### src/rtl/rs_pkg.sv
// Shared constants and state type for the RS(15,11) syndrome front end.
// Optional statistics counters in the controller are enabled with RS_SYN_STATS_EN.
package rs_pkg;

    localparam int SYM_W = 4;
    localparam int N_SYM = 15;
    localparam int K_SYM = 11;
    localparam int N_SYN = N_SYM - K_SYM;
    localparam int CNT_W = $clog2(N_SYM + 1);

    typedef enum logic [1:0] {
        IDLE  = 2'd0,
        ACCUM = 2'd1,
        HOLD  = 2'd2
    } state_t;

    // A zero mask discards the cell's previous value; all ones keeps it.
    localparam logic [SYM_W-1:0] MASK_CLR = 4'h0;
    localparam logic [SYM_W-1:0] MASK_ACC = 4'hF;

endpackage

### src/rtl/rs_syndrome_ctrl.sv
// Sequencer for the four GF(16) syndrome cells: streams a codeword in and holds the syndromes.
// Define RS_SYN_STATS_EN to add saturating word / errored-word counters.
module rs_syndrome_ctrl
    import rs_pkg::*;
(
    input  logic                   CLK,
    input  logic                   RESET_GLOBAL,
    input  logic [SYM_W-1:0]       IN_SYMBOL,
    input  logic                   IN_VALID,
    output logic                   IN_READY,
    output logic [SYM_W-1:0]       CELL_IN,
    output logic [SYM_W-1:0]       CELL_CONTROL,
    input  logic [N_SYN*SYM_W-1:0] CELL_OUT,
    output logic [N_SYN*SYM_W-1:0] SYN_OUT,
    output logic                   SYN_VALID,
    input  logic                   SYN_READY,
    output logic                   SYN_NONZERO,
`ifdef RS_SYN_STATS_EN
    output logic [15:0]            STAT_WORDS,
    output logic [15:0]            STAT_ERR_WORDS,
`endif
    output logic                   ABORT
);

    state_t           state;
    logic [CNT_W-1:0] count;
    logic             acc;
    logic             last_sym;
    logic             capture;

    assign IN_READY = (state != HOLD) | SYN_READY;
    assign acc      = IN_VALID & IN_READY;
    assign last_sym = (count == CNT_W'(N_SYM - 1));
    assign capture  = (state == ACCUM) & acc & last_sym;

    // Cells see the symbol in the same cycle it is accepted, so CELL_OUT already
    // includes the last symbol when it is captured.
    assign CELL_IN      = acc ? IN_SYMBOL : '0;
    assign CELL_CONTROL = (acc && count != '0) ? MASK_ACC : MASK_CLR;

    // NOTE: all state here updates with <= so every branch reads pre-edge values.
    always_ff @(posedge CLK or posedge RESET_GLOBAL) begin
        if (RESET_GLOBAL) begin
            state       <= IDLE;
            count       <= '0;
            SYN_OUT     <= '0;
            SYN_VALID   <= 1'b0;
            SYN_NONZERO <= 1'b0;
            ABORT       <= 1'b0;
        end else begin
            ABORT <= 1'b0;
            case (state)
                IDLE: begin
                    if (acc) begin
                        count <= CNT_W'(1);
                        state <= ACCUM;
                    end
                end
                ACCUM: begin
                    if (acc) begin
                        if (last_sym) begin
                            SYN_OUT     <= CELL_OUT;
                            SYN_NONZERO <= |CELL_OUT;
                            SYN_VALID   <= 1'b1;
                            count       <= '0;
                            state       <= HOLD;
                        end else begin
                            count <= count + 1'b1;
                        end
                    end else begin
                        // The cells free-run, so a gap corrupts the word; drop it.
                        ABORT <= 1'b1;
                        count <= '0;
                        state <= IDLE;
                    end
                end
                HOLD: begin
                    if (SYN_VALID && SYN_READY) begin
                        SYN_VALID <= 1'b0;
                        if (acc) begin
                            count <= CNT_W'(1);
                            state <= ACCUM;
                        end else begin
                            state <= IDLE;
                        end
                    end
                end
                default: begin
                    count <= '0;
                    state <= IDLE;
                end
            endcase
        end
    end

`ifdef RS_SYN_STATS_EN
    always_ff @(posedge CLK or posedge RESET_GLOBAL) begin
        if (RESET_GLOBAL) begin
            STAT_WORDS     <= '0;
            STAT_ERR_WORDS <= '0;
        end else if (capture) begin
            if (STAT_WORDS != 16'hFFFF)
                STAT_WORDS <= STAT_WORDS + 16'd1;
            if ((|CELL_OUT) && STAT_ERR_WORDS != 16'hFFFF)
                STAT_ERR_WORDS <= STAT_ERR_WORDS + 16'd1;
        end
    end
`endif

endmodule

### config.mk
export PLATFORM = sky130hd
export DESIGN_NAME = rs_syndrome_ctrl
export DESIGN_NICKNAME = d
export VERILOG_FILES = /design/src/rtl/rs_pkg.sv /design/src/rtl/rs_syndrome_ctrl.sv
export SDC_FILE = /design/constraint.sdc
export NUM_CORES = 1
export LEC_CHECK = 0
export CORE_MARGIN = 4
export CORE_UTILIZATION = 60
export DETAILED_ROUTE_END_ITERATION = 8
export DONT_BUFFER_PORTS = 1
export HOLD_SLACK_MARGIN = 0.06
export PLACE_DENSITY = 0.79
export SLEW_MARGIN = 25
export SYNTH_ARGS = -nofsm -noshare
export SYNTH_HDL_FRONTEND = slang
export SYNTH_SLANG_ARGS = --single-unit
### constraint.sdc
create_clock -name CLK -period 2.2 [get_ports CLK]
set_input_delay 0.44 -clock CLK [delete_from_list [all_inputs] [get_ports CLK]]
set_output_delay 0.44 -clock CLK [all_outputs]
set_load 0.01 [all_outputs]
After elaboration in Yosys (flattened, before gate mapping)
Index checks and enable logic that the tools add are counted.

Add/sub/neg operators: 1. $mul: 0. Divide/modulo/power cells: 0. Magnitude comparators: 0. Equality and inequality tests: 9. Shift-type cells: 0. Muxes and demuxes: 19. Bitwise logic cells: 2. Reduce and logical (&&, ||, !) cells: 9.

Operators with widths (number): $mux 4 (6); $reduce_or 16->1 (1); $pmux 4 s3 (1); $ne 2x2->1 const B (5); $mux 2 (4); $mux 1 (6); $pmux 2 s3 (1); $reduce_and 3->1 (2); $add 4x1->4 const B (1); $eq 4x4->1 const B (1); $reduce_and 4->1 (1); $reduce_bool 4->1 (1); $ne 3x3->1 const B (1); $eq 2x1->1 const B (1); $eq 2x2->1 const B (1); $logic_and 1x1->1 (2); $logic_not 2->1 (1); $pmux 1 s2 (1); $reduce_bool 2->1 (1); $and 1x1->1 (1); $or 1x1->1 (1).

Register bits: 25. Bits in latches: 0. RAM bits: 0. Memory bits (read-only): 0. Bits of input ports: 24. Output and inout bits: 28. Logic and storage cells: 46. Memories kept: 0.

Logic depth before layout (Yosys ltp)
Gate-level depths: netlist of the first run.

Word-level depth: 6. Gate-level depth with buffers: 6. Mapped depth without buffers: 5.

Worst setup path before layout of the first run
No wires, ideal clock.

Path type: reg2out. Start point: register state[1]. End point: output CELL_CONTROL[1]. Arrival time: 1165 ps. Data required time: 1760 ps. Setup slack: 595 ps. Stages on the path, launching flop included: 5. Path buffers: 1. Cells stage by stage: dfrtp_1 > or2b_1 > o21ai_0 > a21oi_1 > buf_4.

Longest elaborated chain between the ends: 5.

Ends and longest elaborated chain: start, declared (RTL line rs_syndrome_ctrl.sv:25) `state_t state;`; start signal, assigned (RTL line rs_syndrome_ctrl.sv:44) `state <= IDLE;`; start signal, assigned (RTL line rs_syndrome_ctrl.sv:56) `state <= ACCUM;`; start signal, assigned (RTL line rs_syndrome_ctrl.sv:66) `state <= HOLD;`; $ne 2x2->1 (RTL line rs_syndrome_ctrl.sv:31) `assign IN_READY = (state != HOLD) | SYN_READY;`; $or 1x1->1 (RTL line rs_syndrome_ctrl.sv:31); $and 1x1->1 (RTL line rs_syndrome_ctrl.sv:32) `assign acc = IN_VALID & IN_READY;`; $logic_and 1x1->1 (RTL line rs_syndrome_ctrl.sv:39) `assign CELL_CONTROL = (acc && count != '0) ? MASK_ACC : MASK_CLR;`; $mux 4 (RTL line rs_syndrome_ctrl.sv:39); end, declared (RTL line rs_syndrome_ctrl.sv:12) `output logic [SYM_W-1:0] CELL_CONTROL,`.

No other way between the ends.

Final worst setup path of the first run
Start point: register state[0]. End point: output CELL_CONTROL[1].

The elaborated chain is that of the path after synthesis.

==> flow_summary.yaml, run 1 <==
finish:
  n_antenna_cell: 0
  fin_util_pct: 65.0
  postLayoutCellArea_mm2: 0.00127
  regArea_um2: 626
  drive_gt1_share_pct: 30.5
  fillerInstances: 160
  fin_cells: 122
  final_cell_mix: "25 x dfrtp_1, 9 x mux2_2, 8 x mux2_4, 5 x inv_1"
  fin_nets: 123
  layout_commonest_cell: "dfrtp_1"
  multiInputGateArea_um2: 542
  area_growth_pct: 3.77
grt:
  antenna_found_initial: 0
  grt_usage_pct: 18.7
  grt_pass1_wl_um: 3750
  grt_pass1_vias: 844
  grt_max_degree: 26
  grt_overflow_total: 0
hold_path:
  hp-class: "primary input to flop"
timing:
  period_share_pct: 91.7
  maxSlewViolCount: 0
  grt_setup_unrepaired: "false"
  max_slew_margin_pct: 75.1
  fin_crit_ns: 2.02
  max_freq_mhz: 496
  setup_viol: 0
  fin_worst_skew_ns: 0.0117
  fin_setup_tns_ns: 0
  worstMarginPinSlew_ns: 0.373
  finalHoldViolations: 0
logic_synthesis:
  synth_top_family_by_area: "multiplexers"
  synth_area_per_cell_um2: 13.4
  ys_seq_elements: 25
  synthAdderAreaFrac_pct: 3.05
  synthMuxAreaShare_pct: 18.0
  synth-main-ff-cell: "dfrtp_1"
  async_reset_ff_share_pct: 100
  synth-xor-area-share_pct: 0.713
  ys_seq_area_share_pct: 50.9
  syn_nets: 119
  synth_edf_count: 0
  synth_cell_types: 36
  synth_compound_area_share_pct: 9.06
  synthSimpleGateAreaFrac_pct: 13.2
  synthCells: 92
  syn_area_mm2: 0.00123
  yosys_warnings: 0
clock_network:
  post_cts_buffers: 0
  postCtsHoldBufs: 1
  clock_latency_ns: 0.32
  tritoncts: "built"
  ctsResizeCount: 0
  cts.path.max_buffers: 2
  path_clk_slew_ns: 0.13
  numCtsBuffers: 3
  htree_levels: 1
  cts_root_buf: "clkbuf_4"
  numClockSinks: 25
placement:
  placed_cell_area_mm2: 0.00123
  gp_congestion: 0.898
  placed_cells: 117
  port_buffers: 0
  hpwlAfterDp_um: 1780
drt:
  drc: 0
  drt_iter0_drc: 6
  vias_per_cell: 6.02
  via_count: 735
  avgRoutedWirePerCell_um: 18.9
  finalWirelength_um: 2300
  antenna_left: 0
  dr.pass1.iters: 4
die:
  rows: 16
  ios: 52
  start_util_pct: 62.6
  dieArea_mm2: 0.00284
  fp.dieW_um: 53.3
  coreArea_mm2: 0.00196
  die_h_um: 53.3
critical_path:
  arrival_ns: 1.58
  endpoint_kind: "output pin"
  cp-start-kind: "flop"
  critPathKind: "flop to output pin"
  cp_max_fo: 8
  critical_path_required_ns: 1.76
power:
  leakage_nw: 0.627
  vdd_drop_max_v: 0.000461
  powerDensity_mw_per_mm2: 660
status:
  status: "completed"
job:
  maxCapViolCount: 0
per-stage QoR:
stage          power (W)  hold WS [ns]  setup WS [ns]
2_1_floorplan   0.000628         0.467          0.595
3_3_place_gp    0.000636         0.393          0.540
3_5_place_dp    0.000642         0.398          0.477
4_1_cts         0.000853         0.151          0.162
5_1_grt         0.000888         0.151         0.0733
6_report        0.000841         0.170          0.183
cells in the mapped netlist, types with 2 or more instances:
master | number | area share, %
o2bb2ai_1 | 2 | 1.4
dfrtp_1 | 25 | 51
and2_1 | 4 | 2.0
nor4_1 | 4 | 2.0
nor3_1 | 2 | 0.81
buf_4 | 3 | 1.8
inv_1 | 5 | 1.5
mux2_4 | 8 | 9.8
ha_1 | 3 | 3.1
mux2_2 | 9 | 8.2
nand2_1 | 2 | 0.61
power by group:
part / total, W / switching, W / internal (W)
clock network: 0.000208 / 0.000139 / 0.0000695
registers: 0.000516 / 0.0000337 / 0.000482
logic: 0.000117 / 0.0000641 / 0.0000532
worst paths after layout:
check                           cells after the start          from  slack (ns)               to
worst min register to register                      1      state[1]        0.57            ABORT
max in group asynchronous                           3  RESET_GLOBAL        1.38         count[3]
worst min-delay path                                1      IN_VALID        0.17            ABORT
min in group asynchronous                           3  RESET_GLOBAL        0.58       SYN_OUT[5]
worst max register to register                      5      count[0]        0.47       SYN_OUT[3]
worst max-delay path                                4      state[0]        0.18  CELL_CONTROL[1]
flip-flops by register name, indices dropped and copies added (netlist names):
signal       cells
SYN_OUT         16
count            4
state            2
ABORT            1
SYN_NONZERO      1
SYN_VALID        1
per-layer routing:
layer,GRT usage (%),up-vias,share of wire [%]
met1,20.6,357,39
met3,6.48,3,9.6
li1,-,334,-
met2,31.2,41,50
met4,10.2,0,1.3
met5,0,-,0
area by class of cell:
class                      instances  share of cell area (%)
inverter                           5                    1.47
multi-input combinational         58                    42.5
timing repair buffer               3                    1.96
sequential                        25                    49.1
tap                               27                    2.65
clock buffer                       3                    1.77
clock inverter                     1                   0.589
worst max-delay path, stage by stage, from the launching register on:
cell,delay (ns)
dfrtp_1,0.48
or2b_1,0.27
o21ai_0,0.25
a21oi_1,0.08
buf_4,0.19
cells by family (layout without fill, tap and decap cells):
family / count (synthesis) / in the layout
AO/OA/AOI/OAI: 14 / 14
XOR/XNOR: 1 / 1
adder cells (fa/ha/maj): 3 / 3
buffers and inverters: 9 / 12
flip-flops: 25 / 25
multiplexers: 17 / 17
AND/OR/NAND/NOR: 23 / 23
(Power assumes the default switching activity.)
==> inputs of run 2 (changes only) <==
Settings changed: ABC_CLOCK_PERIOD_IN_PS set to 2200, CORE_MARGIN 4 to 5.
==> run 2 against run 1 <==
Net effect:
- clock skew fell by 0.0039 ns
- first-iteration DRC count rose by 100%
- wire length rose by 0.17%
- worst setup slack got worse by 0.0088 ns
- critical path depth did not move
- sequential share of layout area barely moved
- die area rose by 7.7%
- cell area barely moved
- non-clock buffer count did not move
- via count rose by 2.6%
- highest routed layer is now met3
==> flow_summary.yaml, run 2 (synthesis results as in run 1) <==
timing:
  max_slew_margin_pct: 75.8
  fin_crit_ns: 2.03
  setup_viol: 0
  finalHoldViolations: 0
  fin_setup_tns_ns: 0
  timing.final.ws_setup_ns: 0.174
  fin_worst_skew_ns: 0.00782
  worstMarginPinSlew_ns: 0.362
  period_share_pct: 92.1
  max_freq_mhz: 494
  maxSlewViolCount: 0
  grt_setup_unrepaired: "false"
clock_network:
  post_cts_buffers: 0
  numClockSinks: 25
  cts.path.max_buffers: 2
  numCtsBuffers: 3
  ctsResizeCount: 0
  cts_root_buf: "clkbuf_4"
  clock_latency_ns: 0.33
  htree_levels: 1
  path_clk_slew_ns: 0.13
  tritoncts: "built"
status:
  status: "completed"
critical_path:
  arrival_ns: 1.59
  cp-start-kind: "flop"
  endpoint_kind: "output pin"
  path_delay_family: "flip-flops"
  critical_path_required_ns: 1.76
  cp_max_fo: 8
  crit_chain: "or2b_1 > o21ai_0 > a21oi_1 > buf_4"
  critPathMaxStageDelay_ns: 0.49
  critPathKind: "flop to output pin"
  crit_buf_inv: 1
  crit_slowest_cell: "dfrtp_1"
  r2r_cells: 5
  cp_num_cells: 4
finish:
  final_cell_mix: "25 x dfrtp_1, 9 x mux2_2, 8 x mux2_4, 5 x inv_1"
  n_antenna_cell: 0
  area_growth_pct: 3.87
  largest-register: "SYN_OUT"
  fin_nets: 123
  fin_util_pct: 65.1
  layout_commonest_cell: "dfrtp_1"
  fillerInstances: 161
  fin_cells: 122
  largest_reg_flops: 16
  reg_top3: "SYN_OUT: 16 flops, count: 4 flops, state: 2 flops"
  drive_gt1_share_pct: 30.5
power:
  vdd_drop_max_v: 0.000451
  intPower_w: 0.000610
  leakage_nw: 0.631
  power_w: 0.000857
  swShare_pct: 28.8
  power_frac_comb_pct: 14.0
  p_seq_share_pct: 60.4
  powerDensity_mw_per_mm2: 671
  p_clk_share_pct: 25.6
  switching_power_w: 0.000247
drt:
  drt_iter0_drc: 12
  avgRoutedWirePerCell_um: 18.9
  via_count: 754
  drc: 0
  dr.pass1.iters: 4
  vias_per_cell: 6.18
  finalWirelength_um: 2310
  antenna_left: 0
die:
  coreArea_mm2: 0.00196
  fp.dieW_um: 55.3
  ios: 52
  start_util_pct: 62.6
  die_h_um: 55.3
  dieArea_mm2: 0.00305
  rows: 16
placement:
  port_buffers: 0
  placed_cells: 117
  post-place-ws_ns: 0.474
  hpwlAfterDp_um: 1720
  gp_congestion: 0.820
grt:
  antenna_found_initial: 0
  grt_overflow_total: 0
  grt_usage_pct: 15.7
  grt_pass1_wl_um: 3880
  grt_pass1_vias: 832
  grt_max_degree: 26
hold_path:
  hold_depth: 1
  hp-class: "primary input to flop"
job:
  maxCapViolCount: 0
==> run 2: what timing repair did <==
action                     4_1_cts  5_1_grt
hold buffers                     1        0
setup endpoints to repair        0        0
hold endpoints to repair        25        0
==> run 2: area by class of cell <==
class | count | area, um2 | share of cell area, %
flip-flops and latches | 25 | 626 | 49.0
well taps | 27 | 33.8 | 2.65
multi-input cells | 58 | 542 | 42.5
clock buffers | 3 | 22.5 | 1.76
clock inverters | 1 | 8.76 | 0.686
inverters | 5 | 18.8 | 1.47
repair buffers | 3 | 25.0 | 1.96
==> run 2: path summary, 6_finish.rpt <==
check / from / end / slack (ns)
worst max register to register: count[0] / SYN_OUT[0] / 0.45
worst min register to register: state[1] / ABORT / 0.54
worst max-delay path: state[0] / CELL_CONTROL[1] / 0.17
min in group asynchronous: RESET_GLOBAL / SYN_OUT[14] / 0.58
max in group asynchronous: RESET_GLOBAL / state[0] / 1.38
worst min-delay path: IN_VALID / ABORT / 0.16
==> run 2: through the flow <==
stage / instance area [um2] / hold slack (ns)
after global placement: 1230 / 0.395
after global routing: 1280 / 0.136
after CTS: 1280 / 0.142
final: 1280 / 0.156
after detailed placement: 1230 / 0.396
after floorplan: 1230 / 0.467
==> run 2: power by group through the flow <==
stage	logic, W	clock network, W	registers [W]
after floorplan	0.000111	0	0.000517
after global placement	0.000114	0	0.000524
after detailed placement	0.000120	0	0.000524
after CTS	0.000122	0.000228	0.000515
after global routing	0.000135	0.000247	0.000521
final	0.000120	0.000220	0.000517
==> run 2: routing by layer <==
metal	global-route usage, %	up-vias	wire, um	part of all wire, %
met1	17.3	376	855	37
met3	9.09	0	268	12
met2	26.4	42	1180	51
li1	-	336	-	-
met4	2.78	0	0	0
met5	0	-	0	0
==> edit (flow settings as in run 2) <==
Re-encode `state_t` (3 states) as one-hot, 3 bits wide.
--- a/src/rtl/rs_pkg.sv
+++ b/src/rtl/rs_pkg.sv
@@ -10,6 +10,6 @@
 
-    typedef enum logic [1:0] {
-        IDLE  = 2'd0,
-        ACCUM = 2'd1,
-        HOLD  = 2'd2
+    typedef enum logic [2:0] {
+        IDLE  = 3'b001,
+        ACCUM = 3'b010,
+        HOLD  = 3'b100
     } state_t;
Function: same outputs for any inputs over 10 cycles, from zero or initial values and one cycle with RESET_GLOBAL high; not proved beyond that.
==> edit against run 2 <==
Worst setup slack worse by 0.029 ns; clock power is 44% higher; final area up 9.9%; clock skew fell by 0.0020 ns; register-to-register slack worse by 0.02 ns; count of clock-buffer cells in the layout unchanged; combinational power about the same; synthesized area is 5.6% higher; cell count grew 12%; fmax down 1.4%; sequential cell count increased by 1; sequential power up 7.0%; wire length grew 8.3%; power is 16% higher; largest cell class unchanged; highest routed layer is now met4.
==> edit: results (changes against run 2) <==
| Metric | Value |
|---|---|
| Drt total wl | 2497 um (+8.3%) |
| Synth top area cells | dfrtp_1 48%, mux2_4 9.3%, mux2_2 7.8%, ha_1 2.9%, a21o_1 2.3% |
| Nets | 138 (+12%) |
| Via Count | 836 (+11%) |
| Worst skew pair latency | 0.31 ns (-0.02 ns) |
| Most frequent cells after synthesis | 25 x dfrtp_1, 9 x mux2_2, 8 x inv_1, 8 x mux2_4, 5 x nand3_1 |
| Post-DP HPWL | 1931 um (+13%) |
| First-pass DRT Iterations | 5 (+1) |
| Clk_skew | 0.005853 ns (-0.001971 ns) |
| Largest registers | SYN_OUT x16, count x4, state x3 |
| Placed Area | 1331 um2 (+7.8%) |
| Uppermost layer routed | met4 |
| Antenna cells | 0 (unchanged) |
| Clock power share | 32.0% (+6.4 points) |
| Logic power comb | 0.000120 W (about the same) |
| Largest net degree at the start of global routing | 27 (+3.8%) |
| Slew headroom | 76.69% (+0.85 points) |
| Worst vdd ir | 0.5657 mV (+25%) |
| First-pass GRT wire length | 4002 um (+3.0%) |
| Vias in the first global route | 862 (+3.6%) |
| Met3 wire length | 238 um (-11%) |
| Met2 wire length | 1239 um (+4.9%) |
| Drt initial violations | 9 (-3) |
| Pwr dens | 706.2 nW/um2 (+5.2%) |
| M1 WL | 977 um (+14%) |
| CP max-delay cell | dfstp_2 |
| P_int | 0.0007526 W (+23%) |
| Pwr top | registers |
| FILL cells | 152 (-5.6%) |
| Post-synth cell types | 31 (-14%) |
| All-Layer GR Usage | 16.10% (+0.45 points) |
| CP peak stage delay | 0.63 ns (+0.14 ns) |
| RePlAce Congestion | 0.7839 (-4.3%) |
| CTS H-tree depth | 1 (unchanged) |
| CP Data Arrival Time | 1.61 ns (+0.02 ns) |
| Leakage | 0.6367 nW (+0.84%) |
| TritonCTS Buffers | 3 (unchanged) |
| Initial antenna violation count | 0 (unchanged) |
| Register area share after synthesis | 50.24% (-0.68 points) |
| Status | finished clean |
| Syn_nets | 132 (+11%) |
| Ratio of cells with drive above 1 in the final layout | 28.18% (-2.3 points) |
-- edit: path summary, 6_finish.rpt --
| path | end | slack (ns) | from | cells past startpoint |
|---|---|---|---|---|
| min in group asynchronous | SYN_OUT[1] | 0.60 | RESET_GLOBAL | 3 |
| max in group asynchronous | state[0] | 1.31 | RESET_GLOBAL | 3 |
| min reg2reg | count[0] | 0.57 | count[0] | 1 |
| max | CELL_CONTROL[0] | 0.15 | state[0] | 4 |
| min | ABORT | 0.18 | IN_VALID | 1 |
| max reg2reg | SYN_OUT[2] | 0.43 | state[1] | 4 |
-- edit: logic make-up after synthesis --
group                    Yosys count  synth area share, %
flip-flops                        26                50.24
buffers and inverters             12                5.593
XOR/XNOR                           1               0.6751
AND/OR/NAND/NOR                   30                15.14
adder cells (fa/ha/maj)            3                2.893
multiplexers                      17                17.07
AO/OA/AOI/OAI                     16                8.390
-- edit: final cells by class --
type	instances	share of cell area (%)
multi-input combinational	67	41.48
clock inverter	1	2.141
inverter	8	2.141
sequential	26	46.48
tap	27	2.409
clock buffer	3	1.606
timing repair buffer	5	3.747
-- edit: per-layer routing --
metal	vias to the layer above	global-route usage, %
met5	-	0
met4	0	7.119
met3	10	5.734
met2	45	26.24
met1	396	18.94
li1	385	-
-- edit: metrics by stage --
stage          cells  power (W)  hold WS (ns)  setup slack (ns)
6_report         137  0.0009905        0.1781            0.1450
5_1_grt          137   0.001039        0.1475          0.008896
4_1_cts          137  0.0009958        0.1752           0.01968
3_3_place_gp     132  0.0006728        0.3976            0.4003
2_1_floorplan    105  0.0006583        0.4793            0.1746
3_5_place_dp     132  0.0006791        0.3984            0.2926
-- edit: repair_timing --
item,CTS,global route
resized for setup,1,2
pin swaps,0,0
hold buffers,1,0
endpoints found under the setup margin,4,4
hold endpoints to repair,25,0
